**config.mk**
```make
export PLATFORM = sky130hd
export DESIGN_NAME = seg_scan_mux_flat
export DESIGN_NICKNAME = d
export VERILOG_FILES = /design/src/rtl/seg_pkg.sv /design/src/rtl/seg_scan_mux_if.sv /design/src/rtl/seg_tick_gen.sv /design/src/rtl/seg_scan_mux.sv /design/src/flat_wrapper.sv
export SDC_FILE = /design/constraint.sdc
export NUM_CORES = 1
export LEC_CHECK = 0
export CORE_MARGIN = 2
export CORE_UTILIZATION = 25
export DETAILED_ROUTE_END_ITERATION = 16
export GPL_ROUTABILITY_DRIVEN = 0
export GPL_TIMING_DRIVEN = 0
export PLACE_DENSITY = 0.5
export SYNTH_ARGS = -nofsm -noshare
export SYNTH_HDL_FRONTEND = slang
export SYNTH_SLANG_ARGS = --single-unit
```
**constraint.sdc**
```tcl
create_clock -name clk -period 3.5 [get_ports clk]
set_input_delay 0.7 -clock clk [delete_from_list [all_inputs] [get_ports clk]]
set_output_delay 0.7 -clock clk [all_outputs]
set_load 0.02 [all_outputs]
```
**src/rtl/seg_pkg.sv**
```systemverilog
// Shared types, default sizing and anode polarity helpers for the 7-segment scanner.
package seg_pkg;

    typedef logic [3:0] nibble_t;

    localparam int DEF_DIGITS    = 4;
    localparam int DEF_TICK_DIV  = 50000;
    localparam int DEF_BLANK_CYC = 16;

    // Anode vectors are built 8 wide (the maximum digit count) and sliced by the user.
    function automatic logic [7:0] an_on(input bit act_low, input logic [7:0] en);
        return act_low ? ~en : en;
    endfunction

    function automatic logic [7:0] an_off(input bit act_low);
        return act_low ? 8'hFF : 8'h00;
    endfunction

endpackage

```
**src/rtl/seg_scan_mux_if.sv**
```systemverilog
// Display bus: buffered value write port in, scanned nibble/anode/dp/frame outputs back.
interface seg_scan_mux_if #(parameter int DIGITS = seg_pkg::DEF_DIGITS);
    import seg_pkg::*;

    logic [4*DIGITS-1:0] val_in;
    logic [DIGITS-1:0]   dp_in;
    logic                val_we;
    nibble_t             hex;
    logic                dp;
    logic [DIGITS-1:0]   an;
    logic                frame_start;

    modport master (output val_in, dp_in, val_we, input hex, dp, an, frame_start);
    modport slave  (input val_in, dp_in, val_we, output hex, dp, an, frame_start);

endinterface

```
**src/rtl/seg_tick_gen.sv**
```systemverilog
// Slot prescaler: slot_pos is the position the next registered output step represents.
// Holds at 0 for the first edge after reset so slot 0 of the first frame is fully visible.
module seg_tick_gen #(
    parameter int TICK_DIV = seg_pkg::DEF_TICK_DIV,
    parameter int PW       = $clog2(TICK_DIV)
) (
    input  logic          clk,
    input  logic          rst_n,
    output logic [PW-1:0] slot_pos,
    output logic          slot_wrap
);

    logic          run;
    logic [PW-1:0] pos_q;

    always_comb begin
        slot_wrap = run && (pos_q == PW'(TICK_DIV - 1));
        slot_pos  = '0;
        if (run && !slot_wrap) begin
            slot_pos = pos_q + 1'b1;
        end
    end

    always_ff @(posedge clk or negedge rst_n) begin
        if (!rst_n) begin
            run   <= 1'b0;
            pos_q <= '0;
        end else begin
            run   <= 1'b1;
            pos_q <= slot_pos;
        end
    end

endmodule

```
**src/rtl/seg_scan_mux.sv**
```systemverilog
// Double-buffered multiplexed 7-seg scanner; outputs registered, write-to-display at next frame.
// No backpressure: val_we always accepted; optional LEADING_ZERO_BLANK_EN hides leading zero digits.
module seg_scan_mux
    import seg_pkg::*;
#(
    parameter int DIGITS     = DEF_DIGITS,
    parameter int TICK_DIV   = DEF_TICK_DIV,
    parameter int BLANK_CYC  = DEF_BLANK_CYC,
    parameter int AN_ACT_LOW = 1
) (
    input  logic          clk,
    input  logic          rst_n,
    seg_scan_mux_if.slave bus
);

    localparam int IDX_W = (DIGITS > 1) ? $clog2(DIGITS) : 1;
    localparam int PW    = $clog2(TICK_DIV);
    localparam logic [IDX_W-1:0] LAST_IDX = IDX_W'(DIGITS - 1);

    typedef struct packed {
        logic [4*DIGITS-1:0] val;
        logic [DIGITS-1:0]   dp;
    } buf_t;

    logic [PW-1:0]    slot_pos;
    logic             slot_wrap;
    logic [IDX_W-1:0] idx, idx_nxt;
    buf_t             shadow, active, act_nxt;
    logic             pending, boundary;
    logic             shown, lit;
    logic [7:0]       an_en, an_lvl, an_idle;
    nibble_t          hex_nxt, hex_q;
    logic             dp_q, fs_q;
    logic [DIGITS-1:0] an_q;

    seg_tick_gen #(.TICK_DIV(TICK_DIV), .PW(PW)) u_tick (
        .clk       (clk),
        .rst_n     (rst_n),
        .slot_pos  (slot_pos),
        .slot_wrap (slot_wrap)
    );

    always_comb begin
        boundary = slot_wrap && (idx == LAST_IDX);
        idx_nxt  = idx;
        if (slot_wrap) begin
            idx_nxt = (idx == LAST_IDX) ? '0 : idx + 1'b1;
        end

        // A write landing on the boundary edge bypasses the shadow entirely.
        act_nxt = active;
        if (boundary) begin
            if (bus.val_we) begin
                act_nxt = {bus.val_in, bus.dp_in};
            end else if (pending) begin
                act_nxt = shadow;
            end
        end

        hex_nxt = nibble_t'(act_nxt.val >> (4 * idx_nxt));
        shown   = 1'b1;
`ifdef LEADING_ZERO_BLANK_EN
        shown = (idx_nxt == '0) || act_nxt.dp[idx_nxt] ||
                ((act_nxt.val >> (4 * idx_nxt)) != '0);
`endif
        lit     = shown && (slot_pos >= PW'(BLANK_CYC));
        an_en   = lit ? (8'd1 << idx_nxt) : 8'd0;
        an_lvl  = an_on(AN_ACT_LOW != 0, an_en);
        an_idle = an_off(AN_ACT_LOW != 0);
    end

    always_ff @(posedge clk or negedge rst_n) begin
        if (!rst_n) begin
            idx     <= '0;
            shadow  <= '0;
            active  <= '0;
            pending <= 1'b0;
            hex_q   <= '0;
            dp_q    <= 1'b0;
            an_q    <= an_idle[DIGITS-1:0];
            fs_q    <= 1'b0;
        end else begin
            idx    <= idx_nxt;
            active <= act_nxt;
            if (bus.val_we && !boundary) begin
                shadow  <= {bus.val_in, bus.dp_in};
                pending <= 1'b1;
            end else if (boundary) begin
                pending <= 1'b0;
            end
            hex_q <= hex_nxt;
            dp_q  <= lit && act_nxt.dp[idx_nxt];
            an_q  <= an_lvl[DIGITS-1:0];
            fs_q  <= (slot_pos == '0) && (idx_nxt == '0);
        end
    end

    assign bus.hex         = hex_q;
    assign bus.dp          = dp_q;
    assign bus.an          = an_q;
    assign bus.frame_start = fs_q;

endmodule

```
**src/flat_wrapper.sv**
```systemverilog
// flat-port wrapper written by rule: the top's interface ports become plain ports
module seg_scan_mux_flat import seg_pkg::*;
#(
    parameter int DIGITS     = DEF_DIGITS,
    parameter int TICK_DIV   = DEF_TICK_DIV,
    parameter int BLANK_CYC  = DEF_BLANK_CYC,
    parameter int AN_ACT_LOW = 1
)
  (clk, rst_n, bus_val_in, bus_dp_in, bus_val_we, bus_hex, bus_dp, bus_an, bus_frame_start);
  seg_scan_mux_if #(.DIGITS(DIGITS)) bus_i ();
  input  logic clk;
  input  logic rst_n;
  input wire logic [$bits(bus_i.val_in)-1:0] bus_val_in;
  input wire logic [$bits(bus_i.dp_in)-1:0] bus_dp_in;
  input wire logic [$bits(bus_i.val_we)-1:0] bus_val_we;
  output wire logic [$bits(bus_i.hex)-1:0] bus_hex;
  output wire logic [$bits(bus_i.dp)-1:0] bus_dp;
  output wire logic [$bits(bus_i.an)-1:0] bus_an;
  output wire logic [$bits(bus_i.frame_start)-1:0] bus_frame_start;
  assign bus_i.val_in = bus_val_in;
  assign bus_i.dp_in = bus_dp_in;
  assign bus_i.val_we = bus_val_we;
  assign bus_hex = bus_i.hex;
  assign bus_dp = bus_i.dp;
  assign bus_an = bus_i.an;
  assign bus_frame_start = bus_i.frame_start;
  seg_scan_mux #(.DIGITS(DIGITS), .TICK_DIV(TICK_DIV), .BLANK_CYC(BLANK_CYC), .AN_ACT_LOW(AN_ACT_LOW)) u_core (.clk(clk), .rst_n(rst_n), .bus(bus_i));
endmodule
```
After elaboration in Yosys (flattened, before gate mapping)
Index checks and enable logic that the tools add are counted.
{"block": "word_totals", "elab_cells": 43, "ff_bits": 70}
{"block": "op_classes", "n_reduce_logical": 11, "shifts": 2, "order_cmp": 2, "n_eq_ne": 2, "mux": 11, "addsub": 2, "bitwise": 1}
{"op": "$mux W20", "count": 3}
{"op": "$add A16 B1 Y16 const B", "count": 1}
{"op": "$eq A16 B16 Y1 const B", "count": 1}
{"op": "$ge A16 B5 Y1 const B", "count": 1}
{"op": "$logic_not A16 Y1", "count": 1}
{"op": "$mux W16", "count": 1}
{"op": "$shr A16 B4 Y4", "count": 1}
{"op": "$logic_and A1 B1 Y1", "count": 6}
{"op": "$mux W2", "count": 2}
{"op": "$mux W4", "count": 1}
{"op": "$not A4 Y4", "count": 1}
{"op": "$shl A1 B2 Y4 const A", "count": 1}
{"op": "$lt A2 B3 Y1 const B", "count": 1}
{"op": "$mux W1", "count": 3}
{"op": "$add A2 B1 Y2 const B", "count": 1}
{"op": "$bmux W1 S2", "count": 1}
{"op": "$eq A2 B2 Y1 const B", "count": 1}
{"op": "$logic_not A1 Y1", "count": 2}
{"op": "$logic_not A2 Y1", "count": 1}
{"op": "$reduce_bool A2 Y1", "count": 1}

Depth between registers and ports, before layout
Gate-level depths: netlist of run 1.
{"block": "logic_depth", "word_depth": 8, "depth_mapped": 9, "depth_no_buf": 8}

Hierarchy
Synthesis of run 1 repeated with hierarchy kept, for this count alone.
{"block": "hier_totals", "hier_cells": 335, "area_unflattened_um2": 3296.9}
{"module": "seg_scan_mux", "cells_each": 251, "instances": 1, "seq_area_each_um2": 1331.3, "area_per_inst_um2": 2456.1}
{"module": "seg_tick_gen", "cells_each": 84, "instances": 1, "seq_area_each_um2": 425.4, "area_per_inst_um2": 840.8}

Least setup slack after synthesis of run 1
No wires, ideal clock.
{"block": "synth_path", "path_type": "reg-to-reg", "startpoint": "reg u_core.u_tick.pos_q[4]", "endpoint": "reg u_core.dp_q, in the netlist u_core.bus.dp", "arrival_time_ps": 2354, "required_time_ps": 3420, "path_stages_with_launch": 8, "setup_slack_ps": 1066, "synth_period_minus_slack_ps": 2434, "setup_time_ps": 80, "cell_sequence": "dfrtp_1 > or4b_4 > nor4_4 > mux2i_1 > clkinv_1 > nand2_1 > o22ai_1 > nor3b_2"}
{"block": "synth_between", "word_cells_on_any_way": 13}
{"item": "start: declaration", "line": "seg_tick_gen.sv:14", "source": "logic [PW-1:0] pos_q;"}
{"item": "start signal: assignment", "line": "seg_tick_gen.sv:30", "source": "pos_q <= slot_pos;"}
{"item": "$eq A16 B16 Y1", "line": "seg_tick_gen.sv:17", "source": "slot_wrap = run && (pos_q == PW'(TICK_DIV - 1));"}
{"item": "$logic_and A1 B1 Y1", "line": "seg_tick_gen.sv:17"}
{"item": "$mux W2", "line": "seg_scan_mux.sv:46", "source": "if (slot_wrap) begin"}
{"item": "named net u_core.idx_nxt[1]", "line": "seg_scan_mux.sv:27", "source": "logic [IDX_W-1:0] idx, idx_nxt;"}
{"item": "$bmux W1 S2", "line": "seg_scan_mux.sv:92", "source": "dp_q <= lit && act_nxt.dp[idx_nxt];"}
{"item": "$mux W1 (not written as such)", "line": "seg_scan_mux.sv:92"}
{"item": "$logic_and A1 B1 Y1", "line": "seg_scan_mux.sv:92"}
{"item": "end signal: assignment", "line": "seg_scan_mux.sv:92"}
{"item": "end: declaration", "line": "seg_scan_mux.sv:33", "source": "logic dp_q, fs_q;"}
The timed path passes the listed nets, and every way through them passes these cells. The select of a mux whose other input is x is not followed.
A chain may end at the register's enable or synchronous reset.

Worst setup path after layout of run 1
Ends and elaborated chain as after synthesis.

==> results of run 1 <==
Yosys cell counts (5+ instances only):
cell type,number,share of area
nand2b_1,15,0.029
buf_2,6,0.0091
nand2_1,23,0.026
nand3_1,5,0.0076
nor2_1,26,0.030
xnor2_1,9,0.024
inv_1,6,0.0068
a21oi_1,13,0.020
o21ai_0,6,0.0091
o22ai_1,38,0.072
mux2_2,20,0.068
dfrtp_1,66,0.50
a21oi_2,6,0.016
a22oi_1,6,0.014
worst max-delay path: stages, from the launching register on:
cell and delay (ns):
dfrtp_1 0.44, or4b_4 0.60, nor4_4 0.47, mux2i_1 0.44, clkinv_1 0.24, nand2_1 0.20, o22ai_1 0.12, nor3b_2 0.17
per-stage QoR:
step / power [uW] / setup TNS, ns / std cells
2_1_floorplan: 922 / 0 / 302
3_3_place_gp: 987 / -47.42 / 506
3_5_place_dp: 988 / 0 / 506
4_1_cts: 1970 / 0 / 522
5_1_grt: 2020 / 0 / 522
6_report: 1940 / 0 / 522
registers in the layout (all words and copies together), names as in the netlist:
name and flops:
u_core.u_tick.pos_q 16, u_core.u_tick.run 1, u_core.bus.hex 4, u_core.bus.dp 1, u_core.pending 1, u_core.active 20
u_core.bus.frame_start 1, u_core.bus.an 4, u_core.idx 2, u_core.shadow 20
power groups by stage:
stage / combinational, uW / clock, uW / sequential [uW]
5_1_grt: 131 / 1030 / 856
4_1_cts: 122 / 997 / 853
3_5_place_dp: 121 / 0 / 867
2_1_floorplan: 57.6 / 0 / 865
3_3_place_gp: 121 / 0 / 866
6_report: 119 / 968 / 853
cells by family after synthesis:
| family | Yosys count | share of synthesized area |
|---|---|---|
| AO/OA/AOI/OAI | 75 | 0.152 |
| XOR/XNOR | 13 | 0.0346 |
| adder cells (fa/ha/maj) | 2 | 0.00760 |
| buffers and inverters | 19 | 0.0308 |
| flip-flops | 70 | 0.534 |
| multiplexers | 22 | 0.0745 |
| other | 1 | 0.00114 |
| AND/OR/NAND/NOR | 100 | 0.166 |
path summary, 6_finish.rpt:
| kind | to | slack (ns) | startpoint | depth (start not counted) |
|---|---|---|---|---|
| min in group clk | u_core.shadow[10] | 0.50 | u_core.shadow[10] | 1 |
| max reg2reg | u_core.bus.dp | 0.73 | u_core.u_tick.pos_q[4] | 7 |
| min reg2reg | u_core.shadow[10] | 0.50 | u_core.shadow[10] | 1 |
| max | u_core.bus.dp | 0.73 | u_core.u_tick.pos_q[4] | 7 |
| max in group asynchronous | u_core.u_tick.pos_q[3] | 2.39 | rst_n | 1 |
| min | u_core.shadow[5] | 0.48 | rst_n | 1 |
cell type report:
cell class / instances / area share
buffer: 12 / 0.0181
clock buffer: 10 / 0.0553
clock inverter: 6 / 0.0209
inverter: 7 / 0.00635
multi-input combinational: 213 / 0.346
sequential: 70 / 0.424
tap: 172 / 0.0520
timing repair buffer: 32 / 0.0768
cell usage in the layout (no fill, tap or decap), drive strengths merged, types with 3 or more instances in the layout:
| cell type | netlist | routed |
|---|---|---|
| inv | 6 | 6 |
| nor2 | 26 | 26 |
| dfstp | 4 | 4 |
| o21ai | 6 | 6 |
| dfrtp | 66 | 66 |
| nand4 | 4 | 4 |
| nand2b | 15 | 15 |
| a32oi | 4 | 4 |
| xor2 | 4 | 4 |
| clkdlybuf4s50 | 0 | 31 |
| nand2 | 25 | 25 |
| clkinv | 1 | 4 |
| a22oi | 6 | 6 |
| a21oi | 19 | 19 |
| nor4 | 4 | 4 |
| buf | 9 | 10 |
| xnor2 | 9 | 9 |
| or3 | 3 | 3 |
| o22ai | 38 | 38 |
| nand3 | 6 | 6 |
| mux2 | 20 | 20 |
| clkbuf | 3 | 13 |
| nor3 | 5 | 5 |
metal layers:
layer / vias up / routed length, um / global-route usage
li1: 1194 / - / -
met3: 14 / 319 / 0.0357
met2: 46 / 3860 / 0.194
met1: 1208 / 3740 / 0.152
met4: 0 / 145 / 0.0454
met5: - / 0 / 0
==> impl_metrics.ini, run 1 <==
[cells_and_area]
fin_nets = 370
num_antenna_cells = 0
multiInputGateArea_um2 = 1430
utilization = 0.325
drive_gt1_frac = 0.183
area_growth_syn_to_layout_pct = 25.8
final_area_um2 = 4140
fill_cells = 1322
ff_latch_area_um2 = 1760

[route]
wirelength_mm = 8.06
wl_per_cell_um = 15.4
ant_nets = 0
vias = 2462
drc = 0
firstDrtPassIters = 5
drt_iter0_markers = 168
viasPerCell = 4.72

[placed_design]
placed_cell_area_um2 = 3820
dp_slack_ns = 0.740
dp_hpwl_mm = 5.46
port_buffers = 32

[sta]
holdWs_ns = 0.481
tightest_slew_ns = 0.920
max_freq_mhz = 362
rsz0062_at_grt = no
period_share = 0.790
setup_viol = 0
finalHoldViolations = 0
setup_slack_ns = 0.734
fin_skew_ns = 0.00611
relSlewSlack = 0.387
finalMaxSlewViolations = 0
period_needed_ns = 2.77

[synth]
netlist_instances = 302
ys_warn_count = 0
synth_edf_count = 0
syn-num-nets = 327
ys_seq_area_frac = 0.534
ys_types = 44
synth_seq_cells = 70
syn_avg_cell_area_um2 = 10.9
synth-main-ff-cell = dfrtp_1
ys_async_sr_fraction = 1.00
syn_area_um2 = 3290

[global_route]
grt_pass1_vias = 2552
grt_max_degree = 71
grtUsageTotal = 0.121
overflow = 0
grt_pass1_wl_mm = 13.3
grt_antenna_before_repair = 0

[pwr]
powerDensity_nw_per_um2 = 469
switching_share = 0.215
p_leak_uw = 0.00175
power.switching_uw = 416
power_frac_clock = 0.499
internal_power_uw = 1520
pwr-share-comb = 0.062
vdd_drop_max_v = 0.000210
seq_power_share = 0.440

[cts]
ctsLongestPathBuffers = 2
path_clk_slew_ns = 0.06
h-tree-depth = 3
cts_root_buf = clkbuf_16
tritoncts = done
post_cts_buffers = 0
cts.hold.buffers_added = 0
clk_latency_ns = 0.33
cts_sinks = 70
numCtsBuffers = 9
cts_resized = 0

[status]
status = finished clean

[floorplan]
die_x_um = 119
row_count = 41
chipHeight_um = 119
core_area_um2 = 12700
initial_core_util = 0.259
ioPinCount = 33
dieArea_um2 = 14100

[critical_path]
crit_fanout = 7
worstSetupStartpointType = flip-flop
worstPathRequired_ns = 3.75
crit_type = reg2reg
cp_data_arrival_time_ns = 3.01
cp-end-kind = flip-flop

[worst_hold_path]
hold_path.class = in2async

[flow_run]
drv_cap = 0
(Power assumes the default switching activity.)
==> inputs of run 2 (changes only) <==
Clock period 3.5 ns to 2.6 ns, I/O delays scaled along.
==> impl_metrics.ini, run 2 (synthesis results as in run 1) <==
[route]
firstDrtPassIters = 4
ant_nets = 0
viasPerCell = 4.80
wl_per_cell_um = 15.6
vias = 2548
wirelength_mm = 8.29
drt_iter0_markers = 162
drc = 0

[cells_and_area]
area_growth_syn_to_layout_pct = 30.5
final_cell_mix = 63 x dfrtp_1, 35 x o22ai_1, 31 x clkdlybuf4s50_1
reg_top3 = u_core.active x20, u_core.shadow x20, u_core.u_tick.pos_q x16
fin_nets = 379
num_antenna_cells = 0
final_common_cell = dfrtp_1
utilization = 0.338
drive_gt1_frac = 0.248

[cts]
tritoncts = done
numCtsBuffers = 9
cts_root_buf = clkbuf_16
h-tree-depth = 3
ctsLongestPathBuffers = 2
path_clk_slew_ns = 0.06
cts_sinks = 70
cts.hold.buffers_added = 0
clk_latency_ns = 0.33

[status]
status = finished clean

[sta]
tightest_slew_ns = 0.913
finalHoldViolations = 0
setup_slack_ns = 0.0620
period_share = 0.976
setup_viol = 0
max_freq_mhz = 394
period_needed_ns = 2.54
finalMaxSlewViolations = 0
holdWs_ns = 0.315
relSlewSlack = 0.391
fin_skew_ns = 0.00790

[global_route]
grt_antenna_before_repair = 0
grt_max_degree = 71
grt_pass1_vias = 2584
grt_pass1_wl_mm = 13.4
grtUsageTotal = 0.121
overflow = 0

[worst_hold_path]
hold_path.class = in2async

[floorplan]
chipHeight_um = 119
core_area_um2 = 12700
row_count = 41
initial_core_util = 0.259
dieArea_um2 = 14100
die_x_um = 119
ioPinCount = 33

[pwr]
p_leak_uw = 0.00182
vdd_drop_max_v = 0.000276
powerDensity_nw_per_um2 = 612

[placed_design]
port_buffers = 32
dp_hpwl_mm = 5.46
dp_slack_ns = -0.160

[critical_path]
worstSetupStartpointType = flip-flop
crit_type = reg2reg
cp-end-kind = flip-flop
worstPathRequired_ns = 2.81
crit_fanout = 10
cp_data_arrival_time_ns = 2.75

[flow_run]
drv_cap = 0
==> run 2: where the power goes <==
group / total [uW] / internal [uW] / switching, uW
combinational: 168 / 89.3 / 78.4
sequential: 1150 / 1130 / 19.9
clock: 1310 / 838 / 473
total: 2630 / 2060 / 572
==> run 2: layer usage <==
layer / track usage / routed length [um] / vias to the layer above
met1: 0.152 / 3730 / 1253
met5: 0 / 0 / -
li1: - / - / 1216
met3: 0.0357 / 325 / 16
met4: 0.0454 / 171 / 0
met2: 0.196 / 4060 / 63
==> run 2: final timing paths <==
| kind | start | endpoint | slack, ns | depth (start not counted) |
|---|---|---|---|---|
| max | u_core.u_tick.pos_q[4] | u_core.bus.hex[1] | 0.06 | 10 |
| min | rst_n | u_core.shadow[5] | 0.32 | 1 |
| max reg2reg | u_core.u_tick.pos_q[4] | u_core.bus.hex[1] | 0.06 | 10 |
| min reg2reg | u_core.shadow[18] | u_core.shadow[18] | 0.50 | 1 |
| max in group asynchronous | rst_n | u_core.u_tick.pos_q[5] | 1.62 | 1 |
| min in group clk | u_core.shadow[18] | u_core.shadow[18] | 0.50 | 1 |
==> run 2: layout make-up <==
type / instances / area [um^2]
Fill cell: 1313 / 8430
Sequential cell: 70 / 1760
Multi-Input combinational cell: 213 / 1500
Timing Repair Buffer: 41 / 385
Clock buffer: 10 / 229
Tap cell: 172 / 215
Buffer: 12 / 88.8
Clock inverter: 6 / 86.3
Inverter: 7 / 26.3
==> run 2: timing repair <==
item	4_1_cts	5_1_grt
buffers inserted	6	3
resized for setup	0	26
pin swaps	2	3
endpoints found under the setup margin	5	7
==> run 2: stage by stage <==
| stage | instances | TNS (ns) | instance area (um^2) | total power (uW) |
|---|---|---|---|---|
| after floorplan | 302 | 0 | 3290 | 1240 |
| after global placement | 506 | -97.79 | 3830 | 1330 |
| after detailed placement | 506 | -0.524 | 3820 | 1330 |
| after CTS | 528 | 0 | 4190 | 2660 |
| after global routing | 531 | -0.309 | 4300 | 2720 |
| final | 531 | 0 | 4300 | 2630 |
==> run 2: critical path, cell delays in order (launching register included) <==
cell and delay, ns:
dfrtp_2 0.43, or4b_4 0.58, nor4_4 0.23, buf_4 0.19, buf_4 0.15, nand2_2 0.07, buf_4 0.19, o22ai_1 0.19
a21oi_2 0.11, o22ai_1 0.20, nor2_1 0.08
==> inputs of run 3 (changes only) <==
Settings changed: RECOVER_POWER set to 50.
Clock period 2.6 ns to 2.4 ns, I/O delays scaled along.
==> impl_metrics.ini, run 3 (synthesis results as in run 1) <==
[critical_path]
max_stage_delay_ns = 0.58
cp_data_arrival_time_ns = 2.64
cp-end-kind = flip-flop
worstPathRequired_ns = 2.60
slowest_stage = or4b_4
crit_fanout = 4
worstSetupStartpointType = flip-flop
crit_type = reg2reg
worstPathCellList = or4b_4, o41ai_4, buf_4, a21oi_2, nor4_4, nand4b_1, nor3b_4

[cts]
path_clk_slew_ns = 0.05
numCtsBuffers = 9
tritoncts = done
ctsLongestPathBuffers = 2
cts_root_buf = clkbuf_16
clk_latency_ns = 0.33
h-tree-depth = 3
cts_sinks = 70

[cells_and_area]
final_common_cell = dfrtp_1
fill_cells = 1300
reg_top3 = u_core.active x20, u_core.shadow x20, u_core.u_tick.pos_q x16
area_growth_syn_to_layout_pct = 38.5
drive_gt1_frac = 0.328
ff_latch_area_um2 = 1760
num_antenna_cells = 0
multiInputGateArea_um2 = 1690
final_cell_mix = 63 x dfrtp_1, 31 x clkdlybuf4s50_1, 24 x nor2_1
fin_nets = 386

[sta]
max_freq_mhz = 410
fin_skew_ns = 0.00588
finalHoldViolations = 0
finalMaxSlewViolations = 0
rsz0062_at_grt = yes
period_needed_ns = 2.44
setup_slack_ns = -0.0367
tns_ns = -0.143
tightest_slew_ns = 0.871
period_share = 1.02
relSlewSlack = 0.420
setup_viol = 5

[route]
wl_per_cell_um = 16.0
vias = 2593
drt_iter0_markers = 124
firstDrtPassIters = 4
ant_nets = 0
wirelength_mm = 8.59
drc = 0
viasPerCell = 4.85

[pwr]
p_leak_uw = 0.00190
power.switching_uw = 571
switching_share = 0.211
power_frac_clock = 0.470
pwr-share-comb = 0.070
power_uw = 2710
powerDensity_nw_per_um2 = 594
seq_power_share = 0.460
vdd_drop_max_v = 0.000334
internal_power_uw = 2140

[floorplan]
die_x_um = 119
initial_core_util = 0.259
core_area_um2 = 12700
row_count = 41
dieArea_um2 = 14100
ioPinCount = 33
chipHeight_um = 119

[status]
violations = negative setup slack
status = finished, violations left

[flow_run]
drv_cap = 0

[global_route]
grt_pass1_wl_mm = 13.9
grt_pass1_vias = 2718
grt_antenna_before_repair = 0
grt_max_degree = 63
overflow = 0
grtUsageTotal = 0.125

[placed_design]
dp_hpwl_mm = 5.47
port_buffers = 32

[worst_hold_path]
hold_path.class = reg2reg
run 3: cell count changes in the layout (fill, tap and decap cells not counted), moves of 4 or more:
| cell | change |
|---|---|
| a21oi_1 | -4 |
| o22ai_1 | -14 |
| buf_6 | +5 |
| o22ai_2 | +13 |
| nand2_2 | +6 |
| nand2_1 | -7 |
| a21oi_2 | +4 |
run 3: worst paths after layout:
check | cells after the start | slack [ns] | start | to
max in group asynchronous | 3 | 0.44 | rst_n | u_core.u_tick.pos_q[7]
worst max-delay path | 7 | -0.04 | u_core.u_tick.pos_q[5] | u_core.bus.dp
min in group asynchronous | 2 | 0.61 | rst_n | u_core.bus.hex[3]
worst max register to register | 7 | -0.04 | u_core.u_tick.pos_q[5] | u_core.bus.dp
worst min-delay path | 1 | 0.49 | u_core.shadow[5] | u_core.shadow[5]
worst min register to register | 1 | 0.49 | u_core.shadow[5] | u_core.shadow[5]
run 3: per-layer routing:
metal  GRT usage  routed length, um  up-vias
met5           0                  0        -
met4      0.0439                139        0
met3      0.0401                390       13
met2       0.195               4160       50
met1       0.162               3890     1307
li1            -                  -     1223
run 3: area by class of cell:
| class | count | share of cell area |
|---|---|---|
| plain buffers | 12 | 0.0258 |
| inverters | 7 | 0.00604 |
| clock buffers | 11 | 0.0532 |
| repair buffers | 48 | 0.104 |
| multi-input cells | 213 | 0.370 |
| well taps | 172 | 0.0472 |
| clock inverters | 2 | 0.00768 |
| flip-flops and latches | 70 | 0.386 |
run 3: power by group through the flow:
stage | clock network, uW | logic, uW | registers (uW)
floorplan | 0 | 84.0 | 1260
global placement | 0 | 177 | 1260
detailed placement | 0 | 182 | 1260
CTS | 1300 | 190 | 1240
global route | 1360 | 209 | 1250
finish | 1270 | 190 | 1250
run 3: stage by stage:
step	area (um^2)	util	std cells	setup slack, ns	hold slack [ns]
5_1_grt	4560	0.358	535	-0.163	0.511
6_report	4560	0.358	535	-0.0367	0.494
4_1_cts	4300	0.338	530	-0.0174	0.501
2_1_floorplan	3300	-	302	0.0124	0.184
3_3_place_gp	3830	0.301	506	-1.66	0.480
3_5_place_dp	3860	0.303	507	-0.422	0.323
run 3: worst max-delay path: cells and delay by family, from the launching register on:
kind / cells / cell delay (ns)
flops: 1 / 0.40
compound gates: 2 / 0.38
simple gates: 4 / 1.35
buf+inv: 1 / 0.20
run 3: what timing repair did:
| action | 4_1_cts | 5_1_grt |
|---|---|---|
| endpoints found under the setup margin | 41 | 30 |
| gates cloned | 1 | 1 |
| setup buffers | 9 | 4 |
| hold buffers | 1 | 0 |
| endpoints found under the hold margin | 8 | 0 |
| gates resized for setup | 25 | 47 |
| pin swaps | 8 | 8 |
